### src/rtl/rom_fetch_arb.sv
// SDRAM arbiter for ROM fetch and ioctl download on a single toggle-handshake port.
// Optional per-requester one-entry read tag cache: define ROM_ARB_CACHE_EN.
module rom_fetch_arb #(
   parameter int             AW      = 23,
   parameter logic [AW-1:0]  BG_BASE = 'h8000,
   parameter logic [AW-1:0]  SP_BASE = 'h5000
) (
   input  logic          clk_sys,
   input  logic          reset,
   input  logic          dl_wr,
   input  logic [24:0]   dl_addr,
   input  logic [7:0]    dl_dout,
   output logic          dl_ovf,
   input  logic          cpu_rd,
   input  logic [15:0]   cpu_addr,
   output logic [7:0]    cpu_q,
   output logic          cpu_valid,
   input  logic          bg_rd,
   input  logic [13:0]   bg_addr,
   output logic [7:0]    bg_q,
   output logic          bg_valid,
   input  logic          sp_rd,
   input  logic [13:0]   sp_addr,
   output logic [31:0]   sp_q,
   output logic          sp_valid,
   output logic          mem_req,
   input  logic          mem_ack,
   output logic [AW-1:0] mem_a,
   output logic          mem_we,
   output logic [1:0]    mem_ds,
   output logic [15:0]   mem_d,
   input  logic [15:0]   mem_q
);

   localparam logic [1:0] S_IDLE  = 2'd0;
   localparam logic [1:0] S_WAIT  = 2'd1;
   localparam logic [1:0] S_SPHI  = 2'd2;
   localparam logic [1:0] S_DRAIN = 2'd3;

   localparam logic [1:0] SRC_DL  = 2'd0;
   localparam logic [1:0] SRC_SP  = 2'd1;
   localparam logic [1:0] SRC_BG  = 2'd2;
   localparam logic [1:0] SRC_CPU = 2'd3;

   function automatic logic [AW-1:0] cpu_word(input logic [15:0] a);
      return AW'(a[15:1]);
   endfunction

   function automatic logic [AW-1:0] bg_word(input logic [13:0] a);
      return BG_BASE + AW'(a[13:1]);
   endfunction

   function automatic logic [AW-1:0] sp_word(input logic [13:0] a, input logic hi);
      return SP_BASE + (AW'(a) << 1) + AW'(hi);
   endfunction

   function automatic logic [7:0] byte_sel(input logic [15:0] w, input logic hi);
      return hi ? w[15:8] : w[7:0];
   endfunction

   logic          cpu_rd_p0, bg_rd_p0, sp_rd_p0, dl_wr_p0;
   logic [15:0]   cpu_addr_p0;
   logic [13:0]   bg_addr_p0, sp_addr_p0;
   logic [23:0]   dl_addr_p0;
   logic [7:0]    dl_dout_p0;

   logic          cpu_pend, bg_pend, sp_pend, dl_full;
   logic [15:0]   cpu_paddr;
   logic [13:0]   bg_paddr, sp_paddr;
   logic [23:0]   dl_baddr;
   logic [7:0]    dl_bdata;

   logic [1:0]    state, cur_src;
   logic          cur_lsb;
   logic [13:0]   cur_sp_addr;

   logic          ack_match, in_idle, dl_go, sp_go, bg_go, cpu_go, dl_accept;
   logic          cpu_hit, bg_hit, sp_hit;
   logic          dl_addr_unused;

   assign dl_addr_unused = dl_addr[24];
   assign ack_match = (mem_ack == mem_req);
   assign in_idle   = (state == S_IDLE);
   assign dl_go     = in_idle && dl_full;
   assign sp_go     = in_idle && !dl_full && sp_pend;
   assign bg_go     = in_idle && !dl_full && !sp_pend && bg_pend;
   assign cpu_go    = in_idle && !dl_full && !sp_pend && !bg_pend && cpu_pend;
   // A byte arriving on the same edge the buffer drains takes the freed slot.
   assign dl_accept = dl_wr_p0 && (!dl_full || dl_go);

`ifdef ROM_ARB_CACHE_EN
   logic          busy, cur_fill_ok;
   logic [AW-1:0] cur_word;
   logic          cpu_tag_v, bg_tag_v, sp_tag_v;
   logic [AW-1:0] cpu_tag_a, bg_tag_a, sp_tag_a;
   logic [15:0]   cpu_tag_d, bg_tag_d;
   logic [31:0]   sp_tag_d;

   // Hits are only taken when the requester is otherwise quiet, so a tag
   // answer never collides with an SDRAM completion for the same port.
   assign busy    = (state == S_WAIT) || (state == S_SPHI);
   assign cpu_hit = cpu_rd_p0 && cpu_tag_v && (cpu_tag_a == cpu_word(cpu_addr_p0)) &&
                    !cpu_pend && !(busy && cur_src == SRC_CPU);
   assign bg_hit  = bg_rd_p0 && bg_tag_v && (bg_tag_a == bg_word(bg_addr_p0)) &&
                    !bg_pend && !(busy && cur_src == SRC_BG);
   assign sp_hit  = sp_rd_p0 && sp_tag_v && (sp_tag_a == sp_word(sp_addr_p0, 1'b0)) &&
                    !sp_pend && !(busy && cur_src == SRC_SP);
`else
   assign cpu_hit = 1'b0;
   assign bg_hit  = 1'b0;
   assign sp_hit  = 1'b0;
`endif

   always_ff @(posedge clk_sys) begin
      if (reset) begin
         cpu_rd_p0 <= 1'b0;
         bg_rd_p0  <= 1'b0;
         sp_rd_p0  <= 1'b0;
         dl_wr_p0  <= 1'b0;
         cpu_pend  <= 1'b0;
         bg_pend   <= 1'b0;
         sp_pend   <= 1'b0;
         dl_full   <= 1'b0;
         dl_ovf    <= 1'b0;
         cpu_valid <= 1'b0;
         bg_valid  <= 1'b0;
         sp_valid  <= 1'b0;
         cpu_q     <= '0;
         bg_q      <= '0;
         sp_q      <= '0;
         mem_a     <= '0;
         mem_we    <= 1'b0;
         mem_ds    <= '0;
         mem_d     <= '0;
         cur_src   <= SRC_DL;
         state     <= ack_match ? S_IDLE : S_DRAIN;
`ifdef ROM_ARB_CACHE_EN
         cpu_tag_v   <= 1'b0;
         bg_tag_v    <= 1'b0;
         sp_tag_v    <= 1'b0;
         cur_fill_ok <= 1'b0;
`endif
      end else begin
         // p0: register strobes and addresses
         cpu_rd_p0   <= cpu_rd;
         cpu_addr_p0 <= cpu_addr;
         bg_rd_p0    <= bg_rd;
         bg_addr_p0  <= bg_addr;
         sp_rd_p0    <= sp_rd;
         sp_addr_p0  <= sp_addr;
         dl_wr_p0    <= dl_wr;
         dl_addr_p0  <= dl_addr[23:0];
         dl_dout_p0  <= dl_dout;

         cpu_valid <= 1'b0;
         bg_valid  <= 1'b0;
         sp_valid  <= 1'b0;

         // p1: pending flags, latest strobe overwrites the latched address
         if (cpu_rd_p0 && !cpu_hit) begin
            cpu_pend  <= 1'b1;
            cpu_paddr <= cpu_addr_p0;
         end else if (cpu_go) cpu_pend <= 1'b0;
         if (bg_rd_p0 && !bg_hit) begin
            bg_pend  <= 1'b1;
            bg_paddr <= bg_addr_p0;
         end else if (bg_go) bg_pend <= 1'b0;
         if (sp_rd_p0 && !sp_hit) begin
            sp_pend  <= 1'b1;
            sp_paddr <= sp_addr_p0;
         end else if (sp_go) sp_pend <= 1'b0;

         if (dl_go) dl_full <= 1'b0;
         if (dl_wr_p0) begin
            if (dl_accept) begin
               dl_full  <= 1'b1;
               dl_baddr <= dl_addr_p0;
               dl_bdata <= dl_dout_p0;
            end else dl_ovf <= 1'b1;
         end

         // p2: SDRAM sequencer
         case (state)
            S_IDLE: begin
               if (dl_go) begin
                  mem_a   <= AW'(dl_baddr[23:1]);
                  mem_ds  <= {dl_baddr[0], ~dl_baddr[0]};
                  mem_d   <= {dl_bdata, dl_bdata};
                  mem_we  <= 1'b1;
                  cur_src <= SRC_DL;
               end else if (sp_go) begin
                  mem_a       <= sp_word(sp_paddr, 1'b0);
                  cur_sp_addr <= sp_paddr;
                  cur_src     <= SRC_SP;
`ifdef ROM_ARB_CACHE_EN
                  cur_word    <= sp_word(sp_paddr, 1'b0);
`endif
               end else if (bg_go) begin
                  mem_a   <= bg_word(bg_paddr);
                  cur_lsb <= bg_paddr[0];
                  cur_src <= SRC_BG;
`ifdef ROM_ARB_CACHE_EN
                  cur_word <= bg_word(bg_paddr);
`endif
               end else if (cpu_go) begin
                  mem_a   <= cpu_word(cpu_paddr);
                  cur_lsb <= cpu_paddr[0];
                  cur_src <= SRC_CPU;
`ifdef ROM_ARB_CACHE_EN
                  cur_word <= cpu_word(cpu_paddr);
`endif
               end
               if (sp_go || bg_go || cpu_go) begin
                  mem_we <= 1'b0;
                  mem_ds <= 2'b11;
               end
               if (dl_go || sp_go || bg_go || cpu_go) begin
                  mem_req <= ~mem_req;
                  state   <= S_WAIT;
`ifdef ROM_ARB_CACHE_EN
                  cur_fill_ok <= 1'b1;
`endif
               end
            end
            S_WAIT: begin
               if (ack_match) begin
                  state <= S_IDLE;
                  case (cur_src)
                     SRC_CPU: begin
                        cpu_q     <= byte_sel(mem_q, cur_lsb);
                        cpu_valid <= 1'b1;
`ifdef ROM_ARB_CACHE_EN
                        if (cur_fill_ok) begin
                           cpu_tag_v <= 1'b1;
                           cpu_tag_a <= cur_word;
                           cpu_tag_d <= mem_q;
                        end
`endif
                     end
                     SRC_BG: begin
                        bg_q     <= byte_sel(mem_q, cur_lsb);
                        bg_valid <= 1'b1;
`ifdef ROM_ARB_CACHE_EN
                        if (cur_fill_ok) begin
                           bg_tag_v <= 1'b1;
                           bg_tag_a <= cur_word;
                           bg_tag_d <= mem_q;
                        end
`endif
                     end
                     SRC_SP: begin
                        sp_q[15:0] <= mem_q;
                        mem_a      <= sp_word(cur_sp_addr, 1'b1);
                        mem_req    <= ~mem_req;
                        state      <= S_SPHI;
                     end
                     default: ;
                  endcase
               end
            end
            S_SPHI: begin
               if (ack_match) begin
                  sp_q[31:16] <= mem_q;
                  sp_valid    <= 1'b1;
                  state       <= S_IDLE;
`ifdef ROM_ARB_CACHE_EN
                  if (cur_fill_ok) begin
                     sp_tag_v <= 1'b1;
                     sp_tag_a <= cur_word;
                     sp_tag_d <= {mem_q, sp_q[15:0]};
                  end
`endif
               end
            end
            default: begin
               if (ack_match) state <= S_IDLE;
            end
         endcase

`ifdef ROM_ARB_CACHE_EN
         if (cpu_hit) begin
            cpu_q     <= byte_sel(cpu_tag_d, cpu_addr_p0[0]);
            cpu_valid <= 1'b1;
         end
         if (bg_hit) begin
            bg_q     <= byte_sel(bg_tag_d, bg_addr_p0[0]);
            bg_valid <= 1'b1;
         end
         if (sp_hit) begin
            sp_q     <= sp_tag_d;
            sp_valid <= 1'b1;
         end
         // Any accepted download byte may alias a tagged word; a read already
         // in flight must not refill a tag either.
         if (dl_accept) begin
            cpu_tag_v   <= 1'b0;
            bg_tag_v    <= 1'b0;
            sp_tag_v    <= 1'b0;
            cur_fill_ok <= 1'b0;
         end
`endif
      end
   end

endmodule

### config.mk
export PLATFORM = sky130hd
export DESIGN_NAME = rom_fetch_arb
export DESIGN_NICKNAME = d
export VERILOG_FILES = /design/src/rtl/rom_fetch_arb.sv
export SDC_FILE = /design/constraint.sdc
export NUM_CORES = 1
export LEC_CHECK = 0
export BUFFER_PORTS_ARGS = -buffer_cell sky130_fd_sc_hd__buf_2
export CAP_MARGIN = 20
export CORE_ASPECT_RATIO = 0.8
export CORE_MARGIN = 1
export CORE_UTILIZATION = 30
export CTS_CLUSTER_DIAMETER = 50
export DETAILED_ROUTE_END_ITERATION = 6
export SYNTH_ARGS = -nofsm -noshare
export SYNTH_HDL_FRONTEND = slang
export SYNTH_SLANG_ARGS = --single-unit
### constraint.sdc
create_clock -name clk_sys -period 7.1 [get_ports clk_sys]
set_clock_uncertainty 0.05 [all_clocks]
set_input_delay 1.065 -clock clk_sys [delete_from_list [all_inputs] [get_ports clk_sys]]
set_output_delay 1.065 -clock clk_sys [all_outputs]
set_load 0.005 [all_outputs]
==> results.sh <==
export IMPL_gp_congestion=0.750
export IMPL_sequentialPowerShare_pct=48.8
export IMPL_num_vias=5955
export IMPL_post_route_min_period_ns=2.89
export IMPL_clkSlewWorstSetupHoldPaths_ns=0.07
export IMPL_cts_htree_levels=1
export IMPL_crit_slowest_cell="sky130_fd_sc_hd__edfxtp_1"
export IMPL_design_power_total_mw=3.69
export IMPL_p_int_mw=2.76
export IMPL_crit_path_launch_type="flop"
export IMPL_timing_hold_violations_final=0
export IMPL_place_port_buffers=193
export IMPL_cts_tree="yes"
export IMPL_first_iter_violations=370
export IMPL_die_h_microns=159
export IMPL_cts_setup_buffers=0
export IMPL_io_pins=195
export IMPL_cap_viol_max_count=0
export IMPL_setup_worst_path_end_class="flop"
export IMPL_mappedNetlistArea_sq_um=9300
export IMPL_maxSlewViolCount=0
export IMPL_switchingPower_mw=0.935
export IMPL_rows=57
export IMPL_avgViaCountPerCell=4.58
export IMPL_routed_wl_mm=22.5
export IMPL_max_slew_margin_rel_pct=30.0
export IMPL_synth_avg_cell_area_sq_um=13.7
export IMPL_timing_fmax_mhz=346
export IMPL_run_status="finished clean"
export IMPL_worstHoldPathCells=0
export IMPL_synthesis_yosys_warnings=0
export IMPL_layout_drive_gt1_share_pct=30.0
export IMPL_maximum_number_of_pins_on_one_net_before_global_route_repair=70
export IMPL_vdd_ir_drop_worst_v=0.000193
export IMPL_final_period_utilization_pct=40.7
export IMPL_synth_top_cell_by_area="sky130_fd_sc_hd__edfxtp_1"
export IMPL_timing_worst_slew_pin_value_ns=1.05
export IMPL_routed_top_layer="met4"
export IMPL_crit_chain="nor2_2, a22oi_4, nor2_1, a32o_1"
export IMPL_cts_root_buffer="sky130_fd_sc_hd__clkbuf_16"
export IMPL_grt_setup_unrepaired="no"
export IMPL_die_width_microns=199
export IMPL_synth_enable_flop_cells=170
export IMPL_finalSetupTns_ns=0
export IMPL_setup_viol=0
export IMPL_synth_cells=679
export IMPL_required_ns=7.52
export IMPL_timing_critical_path_arrival_ns=3.31
export IMPL_drt_met1_wl_mm=10.7
export IMPL_synth_top_area_share_pct=54.9
export IMPL_clock_buffers_created_by_tritoncts=31
export IMPL_cts_hold_repair_buffers=0
export IMPL_pwr_density_cell_nw_per_um2=318
export IMPL_count_of_nets_after_finishing=965
export IMPL_synth_ff_latch_count=266
export IMPL_synth_cell_type_count=46
export IMPL_r2r_cell_count=4
export IMPL_synth_seq_area_share_pct=75.6
export IMPL_total_met2_wirelength_after_detailed_routing_mm=9.68
export IMPL_gr_total_overflow=0
export IMPL_asyncSetResetFlopFracSynth_pct=0
export IMPL_power_clock_fraction_pct=42.6
export IMPL_grtUsageTotal_pct=13.9
export IMPL_dp_hpwl_mm=14.8
export IMPL_clk_latency_ns=0.58
export IMPL_clk_path_buf_depth=3
export IMPL_die_area_sq_um=31700
export IMPL_timing_setup_critical_path_class="flop to flop"
export IMPL_postRouteAntennaNets=0
export IMPL_wire_length_of_the_first_global_routing_pass_mm=33.6
export IMPL_layout_cells_most_common="sky130_fd_sc_hd__buf_2"
export IMPL_cp_slowest_stage_delay_ns=0.97
export IMPL_wl_met3_mm=1.50
export IMPL_number_of_iterations_in_the_first_detailed_routing_pass=6
export IMPL_power_frac_comb_pct=8.5
export IMPL_clock_sinks=266
export IMPL_number_of_antenna_violations_at_the_first_check_in_global_routing=0
export IMPL_postSynth_topFlopCell="sky130_fd_sc_hd__edfxtp_1"
export IMPL_post_synth_main_area_contributors="sky130_fd_sc_hd__edfxtp_1 55%, sky130_fd_sc_hd__dfxtp_1 21%, sky130_fd_sc_hd__nand2_1 4.2%, sky130_fd_sc_hd__a21oi_1 3.4%, sky130_fd_sc_hd__nor2_1 1.5%"
export IMPL_antennaDiodeCount=0
export IMPL_grt_pass1_vias=5697
export IMPL_power_switching_fraction_pct=25.3
export IMPL_most_frequent_cells_in_the_layout="193 x sky130_fd_sc_hd__buf_2, 170 x sky130_fd_sc_hd__edfxtp_1, 103 x sky130_fd_sc_hd__nand2_1, 96 x sky130_fd_sc_hd__dfxtp_1, 64 x sky130_fd_sc_hd__a21oi_1"
export IMPL_cellLeakagePower_nw=4.41
export IMPL_synth_net_count=781
export IMPL_start_util_pct=30.5
export IMPL_wl_per_cell_microns=17.3
export IMPL_hold_class="flop to flop"
export IMPL_crit_path_max_fanout=35
export IMPL_cts_repair_resize_count=0
export IMPL_core_area_sq_um=30500
export IMPL_flow_area_growth_from_synthesis_pct=24.9
export IMPL_post_route_drc_count=0
critical path: cells and delay by family, from the launching register on:
kind               cells  cell delay (ns)
and+or+nand+nor        2             0.53
DFF                    1             0.97
AOI/OAI and AO/OA      2             1.21
final timing paths:
path                                               from                     end  slack (ns)
worst min-delay path            bg_addr_p0[5]$_DFFE_PN_   bg_paddr[5]$_DFFE_PP_        0.36
worst max register to register       state[0]$_DFFE_PP_  mem_a[15]$_SDFFE_PP0P_        4.21
worst min register to register  bg_addr_p0[5]$_DFFE_PN_   bg_paddr[5]$_DFFE_PP_        0.36
worst max-delay path                 state[0]$_DFFE_PP_  mem_a[15]$_SDFFE_PP0P_        4.21
cell usage after synthesis (5+ instances only):
library cell	n
sky130_fd_sc_hd__mux2i_1	8
sky130_fd_sc_hd__nor2_1	37
sky130_fd_sc_hd__inv_1	8
sky130_fd_sc_hd__buf_4	11
sky130_fd_sc_hd__a222oi_1	12
sky130_fd_sc_hd__o31ai_1	17
sky130_fd_sc_hd__buf_1	5
sky130_fd_sc_hd__buf_2	10
sky130_fd_sc_hd__nor2b_1	7
sky130_fd_sc_hd__dfxtp_1	96
sky130_fd_sc_hd__edfxtp_1	170
sky130_fd_sc_hd__nand3_1	12
sky130_fd_sc_hd__o21ai_0	27
sky130_fd_sc_hd__a21oi_1	64
sky130_fd_sc_hd__nand2_1	103
sky130_fd_sc_hd__a22oi_1	8
sky130_fd_sc_hd__clkbuf_1	21
sky130_fd_sc_hd__a211oi_1	18
power by group through the flow:
stage	sequential, mW	combinational [mW]	clock, mW
final	1.80	0.315	1.57
after floorplan	1.81	0.196	0
after CTS	1.80	0.317	1.61
after detailed placement	1.84	0.316	0
after global placement	1.83	0.311	0
after global routing	1.81	0.348	1.67
cell families (layout without fill, tap and decap cells):
kind of cell    count (synthesis)  in the layout  synth area share (%)
compound gates                159            159                  11.0
xor+xnor                        4              4                 0.377
fa+ha+maj                       2              2                 0.269
buf+inv                        59            268                  3.28
flops                         266            266                  75.6
mux                             9              9                 0.983
simple gates                  180            180                  8.48
final cells by class:
| class | instances | area (sq um) |
|---|---|---|
| clock buffer | 34 | 787 |
| clock inverter | 24 | 236 |
| fill | 2965 | 18800 |
| inverter | 8 | 32.5 |
| multi-input combinational | 354 | 1980 |
| sequential | 266 | 7030 |
| tap | 413 | 517 |
| timing repair buffer | 202 | 1040 |
flip-flops by register name, indices dropped and copies added, names as in the netlist, 2 cells and up:
| register | flops |
|---|---|
| bg_addr_p0 | 14 |
| bg_paddr | 14 |
| bg_q | 8 |
| cpu_addr_p0 | 16 |
| cpu_paddr | 16 |
| cpu_q | 8 |
| cur_sp_addr | 14 |
| cur_src | 2 |
| dl_addr_p0 | 24 |
| dl_baddr | 24 |
| dl_bdata | 8 |
| dl_dout_p0 | 8 |
| mem_a | 23 |
| mem_d | 8 |
| mem_ds | 2 |
| sp_addr_p0 | 14 |
| sp_paddr | 14 |
| sp_q | 32 |
| state | 2 |
metal layers:
layer | track usage [%] | vias to the layer above
met5 | 0 | -
met4 | 3.92 | 0
met3 | 3.01 | 38
met2 | 20.8 | 225
met1 | 20.1 | 2823
li1 | - | 2869
metrics by stage:
| stage | std cells | hold slack [ns] | util [%] | cell area (sq um) | setup WS [ns] |
|---|---|---|---|---|---|
| floorplan | 679 | 0.350 | - | 9300 | 2.79 |
| CTS | 1301 | 0.368 | 38.1 | 11600 | 4.18 |
| global route | 1301 | 0.367 | 38.1 | 11600 | 3.97 |
| finish | 1301 | 0.361 | 38.1 | 11600 | 4.21 |
| global placement | 1241 | 0.351 | 34.7 | 10600 | 3.58 |
| detailed placement | 1243 | 0.355 | 34.8 | 10600 | 3.58 |
Note: power is estimated with default switching activity, not from simulation.
